--- config.mk ---
export PLATFORM = sky130hd
export DESIGN_NAME = tpl_sweep_ctrl_flat
export DESIGN_NICKNAME = d
export VERILOG_FILES = /design/src/rtl/tpl_test_pkg.sv /design/src/rtl/tpl_sweep_ctrl_if.sv /design/src/rtl/sync_2ff.sv /design/src/rtl/tpl_sweep_ctrl.sv /design/src/flat_wrapper.sv
export SDC_FILE = /design/constraint.sdc
export NUM_CORES = 1
export LEC_CHECK = 0
export CAP_MARGIN = 20
export CORE_AREA = 2 2 85 87
export DETAILED_ROUTE_END_ITERATION = 10
export DIE_AREA = 0 0 87 89
export PLACE_DENSITY = 0.73
export SETUP_SLACK_MARGIN = 0.05
export SLEW_MARGIN = 20
export SYNTH_ARGS = -nofsm -noshare
export SYNTH_HDL_FRONTEND = slang
export SYNTH_SLANG_ARGS = --single-unit
--- constraint.sdc ---
create_clock -name clk -period 2 [get_ports clk]
set_input_delay 0.5 -clock clk [delete_from_list [all_inputs] [get_ports clk]]
set_output_delay 0.5 -clock clk [all_outputs]
set_load 0.02 [all_outputs]
--- src/rtl/tpl_test_pkg.sv ---
// Shared types and defaults for the truth-table sweep controller and its
// wrapper interface.
package tpl_test_pkg;

    typedef enum logic [2:0] {
        ST_IDLE   = 3'd0,
        ST_SETTLE = 3'd1,
        ST_SAMPLE = 3'd2,
        ST_STORE  = 3'd3,
        ST_DONE   = 3'd4
    } tpl_state_t;

    localparam int DEF_IN_WIDTH      = 4;
    localparam int DEF_SETTLE_CYCLES = 16;
    localparam int DEF_SAMPLES       = 8;

    // One truth-table entry per possible input vector.
    function automatic int TABLE_DEPTH(input int in_width);
        return 1 << in_width;
    endfunction

endpackage

--- src/rtl/tpl_sweep_ctrl_if.sv ---
// Bundle between the board test controller, the CUT and the sweep sequencer.
// The master side is the sequencer; the slave side is the board/CUT.
interface tpl_sweep_ctrl_if
    import tpl_test_pkg::*;
#(
    parameter int IN_WIDTH = DEF_IN_WIDTH
);
    localparam int DEPTH = TABLE_DEPTH(IN_WIDTH);

    logic                start;
    logic                dut_out;
    logic [IN_WIDTH-1:0] dut_in;
    logic                busy;
    logic                done;
    logic [DEPTH-1:0]    truth_table;
    logic [DEPTH-1:0]    unstable;

    modport master (
        input  start,
        input  dut_out,
        output dut_in,
        output busy,
        output done,
        output truth_table,
        output unstable
    );

    modport slave (
        output start,
        output dut_out,
        input  dut_in,
        input  busy,
        input  done,
        input  truth_table,
        input  unstable
    );

endinterface

--- src/rtl/sync_2ff.sv ---
// Two-flop synchronizer for a single asynchronous bit, cleared by the
// synchronous reset so no stale CUT level survives a restart.
module sync_2ff (
    input  logic clk,
    input  logic reset,
    input  logic i_d,
    output logic o_q
);
    logic r_meta;
    logic r_sync;

    // Metastability stage followed by the stable output stage.
    always_ff @(posedge clk) begin
        if (reset) begin
            r_meta <= 1'b0;
            r_sync <= 1'b0;
        end else begin
            r_meta <= i_d;
            r_sync <= r_meta;
        end
    end

    assign o_q = r_sync;

endmodule

--- src/rtl/tpl_sweep_ctrl.sv ---
// Exhaustive characterisation sequencer: walks every CUT input vector, lets it
// settle, majority-votes the synchronized output and flags disagreeing samples.
module tpl_sweep_ctrl
    import tpl_test_pkg::*;
#(
    parameter int IN_WIDTH      = DEF_IN_WIDTH,
    parameter int SETTLE_CYCLES = DEF_SETTLE_CYCLES,
    parameter int SAMPLES       = DEF_SAMPLES
) (
    input  logic             clk,
    input  logic             reset,
    tpl_sweep_ctrl_if.master bus
);
    localparam int DEPTH   = TABLE_DEPTH(IN_WIDTH);
    localparam int ONES_W  = $clog2(SAMPLES + 1);
    localparam int CNT_MAX = (SETTLE_CYCLES > SAMPLES) ? SETTLE_CYCLES : SAMPLES;
    localparam int CNT_W   = $clog2(CNT_MAX + 1);

    localparam logic [CNT_W-1:0]    SETTLE_LAST = CNT_W'(SETTLE_CYCLES - 1);
    localparam logic [CNT_W-1:0]    SAMPLE_LAST = CNT_W'(SAMPLES - 1);
    localparam logic [ONES_W-1:0]   ONES_ALL    = ONES_W'(SAMPLES);
    localparam logic [ONES_W:0]     SAMPLES_EXT = (ONES_W + 1)'(SAMPLES);
    localparam logic [IN_WIDTH-1:0] VEC_LAST    = IN_WIDTH'(DEPTH - 1);

    tpl_state_t          r_state;
    logic [CNT_W-1:0]    r_cnt;
    logic [ONES_W-1:0]   r_ones;
    logic [IN_WIDTH-1:0] r_vec;
    logic [IN_WIDTH-1:0] r_dut_in;
    logic                r_busy;
    logic                r_done;
    logic [DEPTH-1:0]    r_tt;
    logic [DEPTH-1:0]    r_uns;

    tpl_state_t          w_state;
    logic [CNT_W-1:0]    w_cnt;
    logic [ONES_W-1:0]   w_ones;
    logic [IN_WIDTH-1:0] w_vec;
    logic [IN_WIDTH-1:0] w_dut_in;
    logic                w_busy;
    logic                w_done;
    logic [DEPTH-1:0]    w_tt;
    logic [DEPTH-1:0]    w_uns;
    logic                w_sync;
    logic [ONES_W:0]     w_twice;
    logic                w_majority;
    logic                w_mixed;

    sync_2ff u_sync (
        .clk   (clk),
        .reset (reset),
        .i_d   (bus.dut_out),
        .o_q   (w_sync)
    );

    // Strict majority: a tie (exactly half ones) resolves to 0.
    assign w_twice    = {r_ones, 1'b0};
    assign w_majority = (w_twice > SAMPLES_EXT);
    assign w_mixed    = (r_ones != {ONES_W{1'b0}}) && (r_ones != ONES_ALL);

    // Next-state and next-register values for the sweep FSM.
    always_comb begin
        w_state  = r_state;
        w_cnt    = r_cnt;
        w_ones   = r_ones;
        w_vec    = r_vec;
        w_dut_in = r_dut_in;
        w_tt     = r_tt;
        w_uns    = r_uns;

        case (r_state)
            ST_IDLE: begin
                if (bus.start) begin
                    w_state  = ST_SETTLE;
                    w_cnt    = {CNT_W{1'b0}};
                    w_vec    = {IN_WIDTH{1'b0}};
                    w_dut_in = {IN_WIDTH{1'b0}};
                    w_tt     = {DEPTH{1'b0}};
                    w_uns    = {DEPTH{1'b0}};
                end else begin
                    w_state = ST_IDLE;
                end
            end
            ST_SETTLE: begin
                if (r_cnt == SETTLE_LAST) begin
                    w_state = ST_SAMPLE;
                    w_cnt   = {CNT_W{1'b0}};
                    w_ones  = {ONES_W{1'b0}};
                end else begin
                    w_cnt = r_cnt + CNT_W'(1'b1);
                end
            end
            ST_SAMPLE: begin
                // At most SAMPLES increments, so the counter cannot wrap.
                w_ones = r_ones + ONES_W'(w_sync);
                if (r_cnt == SAMPLE_LAST) begin
                    w_state = ST_STORE;
                    w_cnt   = {CNT_W{1'b0}};
                end else begin
                    w_cnt = r_cnt + CNT_W'(1'b1);
                end
            end
            ST_STORE: begin
                w_tt[r_vec]  = w_majority;
                w_uns[r_vec] = w_mixed;
                if (r_vec == VEC_LAST) begin
                    w_state  = ST_DONE;
                    w_dut_in = {IN_WIDTH{1'b0}};
                end else begin
                    w_state  = ST_SETTLE;
                    w_vec    = r_vec + IN_WIDTH'(1'b1);
                    w_dut_in = r_vec + IN_WIDTH'(1'b1);
                end
            end
            ST_DONE: begin
                w_state  = ST_IDLE;
                w_dut_in = {IN_WIDTH{1'b0}};
            end
            default: begin
                w_state = ST_IDLE;
            end
        endcase

        w_busy = (w_state == ST_SETTLE) || (w_state == ST_SAMPLE) || (w_state == ST_STORE);
        w_done = (w_state == ST_DONE);
    end

    // State and datapath registers; outputs are registered copies of next state.
    always_ff @(posedge clk) begin
        if (reset) begin
            r_state  <= ST_IDLE;
            r_cnt    <= {CNT_W{1'b0}};
            r_ones   <= {ONES_W{1'b0}};
            r_vec    <= {IN_WIDTH{1'b0}};
            r_dut_in <= {IN_WIDTH{1'b0}};
            r_busy   <= 1'b0;
            r_done   <= 1'b0;
            r_tt     <= {DEPTH{1'b0}};
            r_uns    <= {DEPTH{1'b0}};
        end else begin
            r_state  <= w_state;
            r_cnt    <= w_cnt;
            r_ones   <= w_ones;
            r_vec    <= w_vec;
            r_dut_in <= w_dut_in;
            r_busy   <= w_busy;
            r_done   <= w_done;
            r_tt     <= w_tt;
            r_uns    <= w_uns;
        end
    end

    assign bus.dut_in      = r_dut_in;
    assign bus.busy        = r_busy;
    assign bus.done        = r_done;
    assign bus.truth_table = r_tt;
    assign bus.unstable    = r_uns;

endmodule

--- src/flat_wrapper.sv ---
// flat-port wrapper written by rule: the top's interface ports become plain ports
module tpl_sweep_ctrl_flat import tpl_test_pkg::*;
#(
    parameter int IN_WIDTH      = DEF_IN_WIDTH,
    parameter int SETTLE_CYCLES = DEF_SETTLE_CYCLES,
    parameter int SAMPLES       = DEF_SAMPLES
)
  (clk, reset, bus_start, bus_dut_out, bus_dut_in, bus_busy, bus_done, bus_truth_table, bus_unstable);
  tpl_sweep_ctrl_if #(.IN_WIDTH(IN_WIDTH)) bus_i ();
  input  logic clk;
  input  logic reset;
  input wire logic [$bits(bus_i.start)-1:0] bus_start;
  input wire logic [$bits(bus_i.dut_out)-1:0] bus_dut_out;
  output wire logic [$bits(bus_i.dut_in)-1:0] bus_dut_in;
  output wire logic [$bits(bus_i.busy)-1:0] bus_busy;
  output wire logic [$bits(bus_i.done)-1:0] bus_done;
  output wire logic [$bits(bus_i.truth_table)-1:0] bus_truth_table;
  output wire logic [$bits(bus_i.unstable)-1:0] bus_unstable;
  assign bus_i.start = bus_start;
  assign bus_i.dut_out = bus_dut_out;
  assign bus_dut_in = bus_i.dut_in;
  assign bus_busy = bus_i.busy;
  assign bus_done = bus_i.done;
  assign bus_truth_table = bus_i.truth_table;
  assign bus_unstable = bus_i.unstable;
  tpl_sweep_ctrl #(.IN_WIDTH(IN_WIDTH), .SETTLE_CYCLES(SETTLE_CYCLES), .SAMPLES(SAMPLES)) u_core (.clk(clk), .reset(reset), .bus(bus_i));
endmodule
After elaboration in Yosys (flattened, before gate mapping):

Cells that the tools add are included.

* register bits: 56
* output and inout bits: 38
* logic and storage cells: 70

* add/subtract/negate cells: 3
* order comparisons: 3
* equality and inequality tests: 15
* mux-type cells: 23
* reduce and logical (&&, ||, !) cells: 15

Operator list (number)
* 16-bit case mux with 2 select lines: 2
* 16-bit bitwise mux: 2
* 16-bit 2-to-1 mux: 1
* 4-bit 2-to-1 mux: 4
* 4-bit case mux with 2 select lines: 2
* 5-bit 2-to-1 mux: 3
* 5-bit case mux with 3 select lines: 1
* 3-bit by 2-bit == test with 1-bit output, second input constant: 4
* 3-bit case mux with 4 select lines: 1
* 4-bit case mux with 3 select lines: 1
* 3-bit 2-to-1 mux: 3
* 2-bit AND reduction: 4
* 3-bit by 1-bit == test with 1-bit output, second input constant: 2
* 3-bit == test, second input constant: 2
* 3-bit nonzero test: 2
* 5-bit by 1-bit adder with 5-bit output, second input constant: 1
* 5-bit by 3-bit == test with 1-bit output, second input constant: 1
* 5-bit by 4-bit == test with 1-bit output, second input constant: 1
* 5-bit by 4-bit > comparator with 1-bit output, second input constant: 1
* 4-bit by 5-bit < comparator with 1-bit output, second input constant: 1
* 4-bit by 1-bit adder with 4-bit output: 1
* 4-bit by 1-bit adder with 4-bit output, second input constant: 1
* 1-bit demux with 4-bit select: 1
* 4-bit == test, second input constant: 1
* 11 further kinds: 16

Logic depth before layout (Yosys ltp):

* depth in word-level cells: 6
* depth in mapped cells: 8

Modules after synthesis:

A second synthesis with hierarchy kept.

* cells, all modules: 302
* area total of the unflattened synthesis: 2623.8 um^2

By module, submodules not included
* tpl_sweep_ctrl: instances 1, cells each 298, area an instance 2571.2 um^2, sequential area each 1081.0 um^2
* sync_2ff: instances 1, cells each 4, area an instance 52.6 um^2, sequential area each 40.0 um^2

Worst setup path before layout:

OpenSTA, ideal clock, no wires.

* kind: register to register
* from: register u_core.r_cnt[0]
* to: register u_core.r_cnt[3]
* setup time: 0.075 ns
* arrival time: 1.687 ns
* data required time: 1.925 ns
* path slack: 0.238 ns
* stages on the path, launching flop included: 9
* period minus slack after synthesis: 1.762 ns
* cells stage by stage: dfxtp_1 > ha_1 > nand3_1 > inv_1 > ha_1 > or3b_1 > o22ai_1 > nand3_1 > a31oi_1

* cells in the longest elaborated chain, start to end: 3

Ends and longest elaborated chain
* start, declared: RTL line tpl_sweep_ctrl.sv:26 `logic [CNT_W-1:0] r_cnt;`
* start signal, assigned: RTL line tpl_sweep_ctrl.sv:132 `r_cnt <= {CNT_W{1'b0}};`
* start signal, assigned: RTL line tpl_sweep_ctrl.sv:142 `r_cnt <= w_cnt;`
* 5-bit by 1-bit adder with 5-bit output, or another cell as far along: RTL line tpl_sweep_ctrl.sv:90, tpl_sweep_ctrl.sv:100
* 5-bit 2-to-1 mux, on equally long branches: RTL line tpl_sweep_ctrl.sv:96, tpl_sweep_ctrl.sv:85
* 5-bit case mux with 3 select lines (*): RTL line tpl_sweep_ctrl.sv:71 `case (r_state)`

Every way passes the cells marked *; elsewhere a longest branch is shown, timed or not.
A chain may end at the register's enable or synchronous reset.

Worst setup path after layout:

Same ends and word-level chain as after synthesis.

==> impl_metrics.env <==
export IMPL_required_ps=2240
export IMPL_p_sw_share_pct=21.8
export IMPL_status="complete, no violations"
export IMPL_hold_path_startpoint="u_core.u_sync.r_meta$_SDFF_PP0_"
export IMPL_cp_cell_sequence="ha_2, nand3_1, inv_1, ha_1, or3b_4, o22ai_4, nand3_1, a31oi_1"
export IMPL_dpl_cell_count=417
export IMPL_fill_cells=631
export IMPL_hold_path_endpoint="u_core.u_sync.o_q$_SDFF_PP0_"
export IMPL_clkLatencyLatePin_ps=310
export IMPL_seqPwrFrac_pct=57.2
export IMPL_yosys_warnings=0
export IMPL_postCtsSetupBuffers=0
export IMPL_synth_cell_types=42
export IMPL_cts_made_buffers=5
export IMPL_worst_pin_slew_ps=695
export IMPL_avgSynthCellArea_um2=8.74
export IMPL_p_int_mw=1.55
export IMPL_nNetsFinal=357
export IMPL_grt_use_total_pct=15.9
export IMPL_path_buf_inv=1
export IMPL_cts_max_level=2
export IMPL_wl_per_cell_um=13.9
export IMPL_overflow=0
export IMPL_start_kind="flip-flop"
export IMPL_layout_drive_gt1_share_pct=14.8
export IMPL_num_rows=30
export IMPL_hold_ws_ps=446
export IMPL_ctsHoldBuffers=0
export IMPL_synth_nets=319
export IMPL_area_growth_pct=23.4
export IMPL_r2r_end="u_core.r_cnt[3]$_SDFFE_PP0P_"
export IMPL_n_antenna_cell=0
export IMPL_instances_no_fill=425
export IMPL_port_buffers=41
export IMPL_start_util_pct=39.8
export IMPL_ir_drop_v=0.000256
export IMPL_grt_pass1_vias=2088
export IMPL_finClkSkew_ps=9.84
export IMPL_rsz0062_at_grt="yes"
export IMPL_via_count=2173
export IMPL_core_mm2=0.00672
export IMPL_cp_arrival_ps=2070
export IMPL_worstSetupPathType="reg2reg"
export IMPL_first_iter_violations=106
export IMPL_antenna_found_initial=0
export IMPL_die_y_um=89
export IMPL_dieWidth_um=87
export IMPL_clockRootBuffer="clkbuf_8"
export IMPL_hold_depth=1
export IMPL_final_cell_mix="57 x nor2_1, 56 x dfxtp_1, 46 x nand2_1"
export IMPL_path_max_fanout=4
export IMPL_reg2reg_slack_ps=170
export IMPL_final_common_cell="nor2_1"
export IMPL_grt_pass1_wl_mm=9.89
export IMPL_setup_viol=0
export IMPL_final_hold_viol_count=0
export IMPL_grt_max_degree=22
export IMPL_reg2reg_depth=8
export IMPL_cts_tree="done"
export IMPL_via_per_inst=5.11
export IMPL_end_kind="flip-flop"
export IMPL_power_density_mw_per_mm2=599
export IMPL_power_frac_clock_pct=36.8
export IMPL_placed_area_mm2=0.00317
export IMPL_fmax_mhz=547
export IMPL_slowest_stage="or3b_4"
export IMPL_period_share_pct=91.3
export IMPL_boundaryPins=42
export IMPL_clock_sinks=56
export IMPL_combPwrFrac_pct=6.0
export IMPL_clkTransAtPathRegs_ps=100
export IMPL_yosysSeqAreaShare_pct=41.9
export IMPL_gp_congestion=0.817
export IMPL_cp_top_family="simple AND/OR/NAND/NOR gates"
export IMPL_p_switching_mw=0.430
export IMPL_postLayoutCellArea_mm2=0.00330
export IMPL_dp_hpwl_mm=4.14
export IMPL_drc=0
export IMPL_synth_area_mm2=0.00267
export IMPL_syn_inst=306
export IMPL_min_period_ps=1830
export IMPL_cpMostUsedCell="nand3_1"
export IMPL_postRouteAntennaNets=0
export IMPL_cap_violations=0
export IMPL_final_util_pct=49.1
export IMPL_worstReg2RegStart="u_core.r_cnt[0]$_SDFFE_PP0P_"
export IMPL_slew_violations=0
export IMPL_die_area_mm2=0.00774
export IMPL_ys_ff_latch=56
export IMPL_leakagePower_nw=1.11
export IMPL_clockBufferDepth=2
export IMPL_hold_class="reg2reg"
export IMPL_slew_headroom_pct=53.0
export IMPL_slowest_delay_ps=420
export IMPL_wl_mm=5.92
export IMPL_drt_pre_antenna_iters=4
-- worst register-to-register path, stage by stage, from the launching register on --
cell and delay (ps):
dfxtp_1 350, ha_2 220, nand3_1 120, inv_1 50, ha_1 190, or3b_4 420
o22ai_4 160, nand3_1 100, a31oi_1 160
-- registers in the layout, summed over array words and instances, names as in the netlist --
name and count:
u_core.bus.truth_table 16, u_core.bus.unstable 16, u_core.r_cnt 5, u_core.bus.dut_in 4
u_core.r_ones 4, u_core.r_vec 4, u_core.r_state 3, u_core.bus.busy 1
u_core.bus.done 1, u_core.u_sync.o_q 1, u_core.u_sync.r_meta 1
-- synthesized netlist by cell type --
master,count,area share [%]
or4b_4,1,0.51
inv_1,5,0.70
o21a_1,1,0.28
nor3_1,5,0.94
clkbuf_1,13,1.8
a22o_1,1,0.33
nand2_1,46,6.5
o21ai_1,2,0.37
a21oi_1,10,1.9
or3_1,1,0.23
a31oi_1,3,0.70
a21o_1,3,0.84
a211oi_1,3,0.84
mux2_2,24,10
xnor2_1,3,0.98
o22ai_1,1,0.23
nand4b_1,4,1.3
dfxtp_1,56,42
nor2b_1,2,0.47
a211oi_2,1,0.47
and3b_1,1,0.33
o211a_1,1,0.37
buf_6,5,2.1
mux2i_1,1,0.37
ha_1,9,4.2
a21boi_4,1,0.70
a22oi_1,3,0.84
o31a_1,1,0.33
xor2_1,1,0.33
nand3_1,10,1.9
nand3b_1,4,1.1
or2_2,1,0.23
o21bai_1,1,0.28
buf_2,3,0.56
a211o_1,1,0.33
mux2_1,8,3.4
nand2b_1,6,1.4
nor4bb_1,1,0.37
o21ai_0,3,0.56
and2_1,1,0.23
or3b_1,2,0.66
nor2_1,57,8.0
-- cell families (layout without fill, tap and decap cells) --
kind of cell	count (synthesis)	in the layout	share of synthesized area, %
xor gates and xnor gates	4	4	1.31
buffers and inverters	26	65	5.19
muxes	33	33	13.9
DFF	56	56	41.9
adders and majority gates	9	9	4.21
and+or+nand+nor	142	142	24.1
AOI/OAI and AO/OA	36	36	9.36
-- how the worst max path moves through the flow --
stage	start	end	slack (ps)	cells past startpoint
6_report	u_core.r_cnt[0]$_SDFFE_PP0P_	u_core.r_cnt[3]$_SDFFE_PP0P_	170	8
2_1_floorplan	u_core.r_cnt[0]$_SDFFE_PP0P_	u_core.r_cnt[3]$_SDFFE_PP0P_	240	8
5_1_grt	u_core.r_cnt[1]$_SDFFE_PP0P_	u_core.r_ones[3]$_SDFFE_PP0P_	10	8
3_5_place_dp	bus_start	u_core.bus.unstable[7]$_SDFFE_PP0P_	-90	6
3_3_place_gp	bus_start	u_core.bus.unstable[4]$_SDFFE_PP0P_	-90	6
4_1_cts	u_core.r_cnt[0]$_SDFFE_PP0P_	u_core.r_cnt[2]$_SDFFE_PP0P_	100	8
-- power groups by stage --
stage	combinational, mW	clock, mW	sequential [mW]
2_1_floorplan	0.0805	0	1.15
3_3_place_gp	0.110	0	1.16
3_5_place_dp	0.112	0	1.16
4_1_cts	0.113	0.749	1.13
5_1_grt	0.128	0.790	1.13
6_report	0.118	0.728	1.13
-- metal layers --
| metal | share of wire, % | global-route usage [%] | vias up | wire length [um] |
|---|---|---|---|---|
| met3 | 3.6 | 3.32 | 4 | 210 |
| li1 | - | - | 1101 | - |
| met2 | 48 | 25.9 | 51 | 2820 |
| met4 | 0.46 | 4.12 | 0 | 27 |
| met1 | 48 | 21.5 | 1017 | 2860 |
| met5 | 0 | 0 | - | 0 |
-- layout make-up --
class	count	area, um^2	area share [%]
multi-input cells	224	1440	43.6
flip-flops and latches	56	1120	34.0
repair buffers	52	513	15.6
well taps	80	100	3.03
clock buffers	6	72.6	2.20
clock inverters	2	35.0	1.06
inverters	5	18.8	0.569
-- metrics by stage --
stage | TNS [ps] | setup slack, ps | total power [mW]
4_1_cts | 0 | 105 | 1.99
3_5_place_dp | -2000 | -85.1 | 1.27
2_1_floorplan | 0 | 238 | 1.24
5_1_grt | 0 | 9.80 | 2.05
6_report | 0 | 173 | 1.98
3_3_place_gp | -2460 | -88.0 | 1.27
-- timing repair --
| item | 4_1_cts | 5_1_grt |
|---|---|---|
| resized for setup | 1 | 4 |
| gates cloned | 0 | 0 |
| setup endpoints to repair | 1 | 4 |
Note: power is estimated with default switching activity, not from simulation.
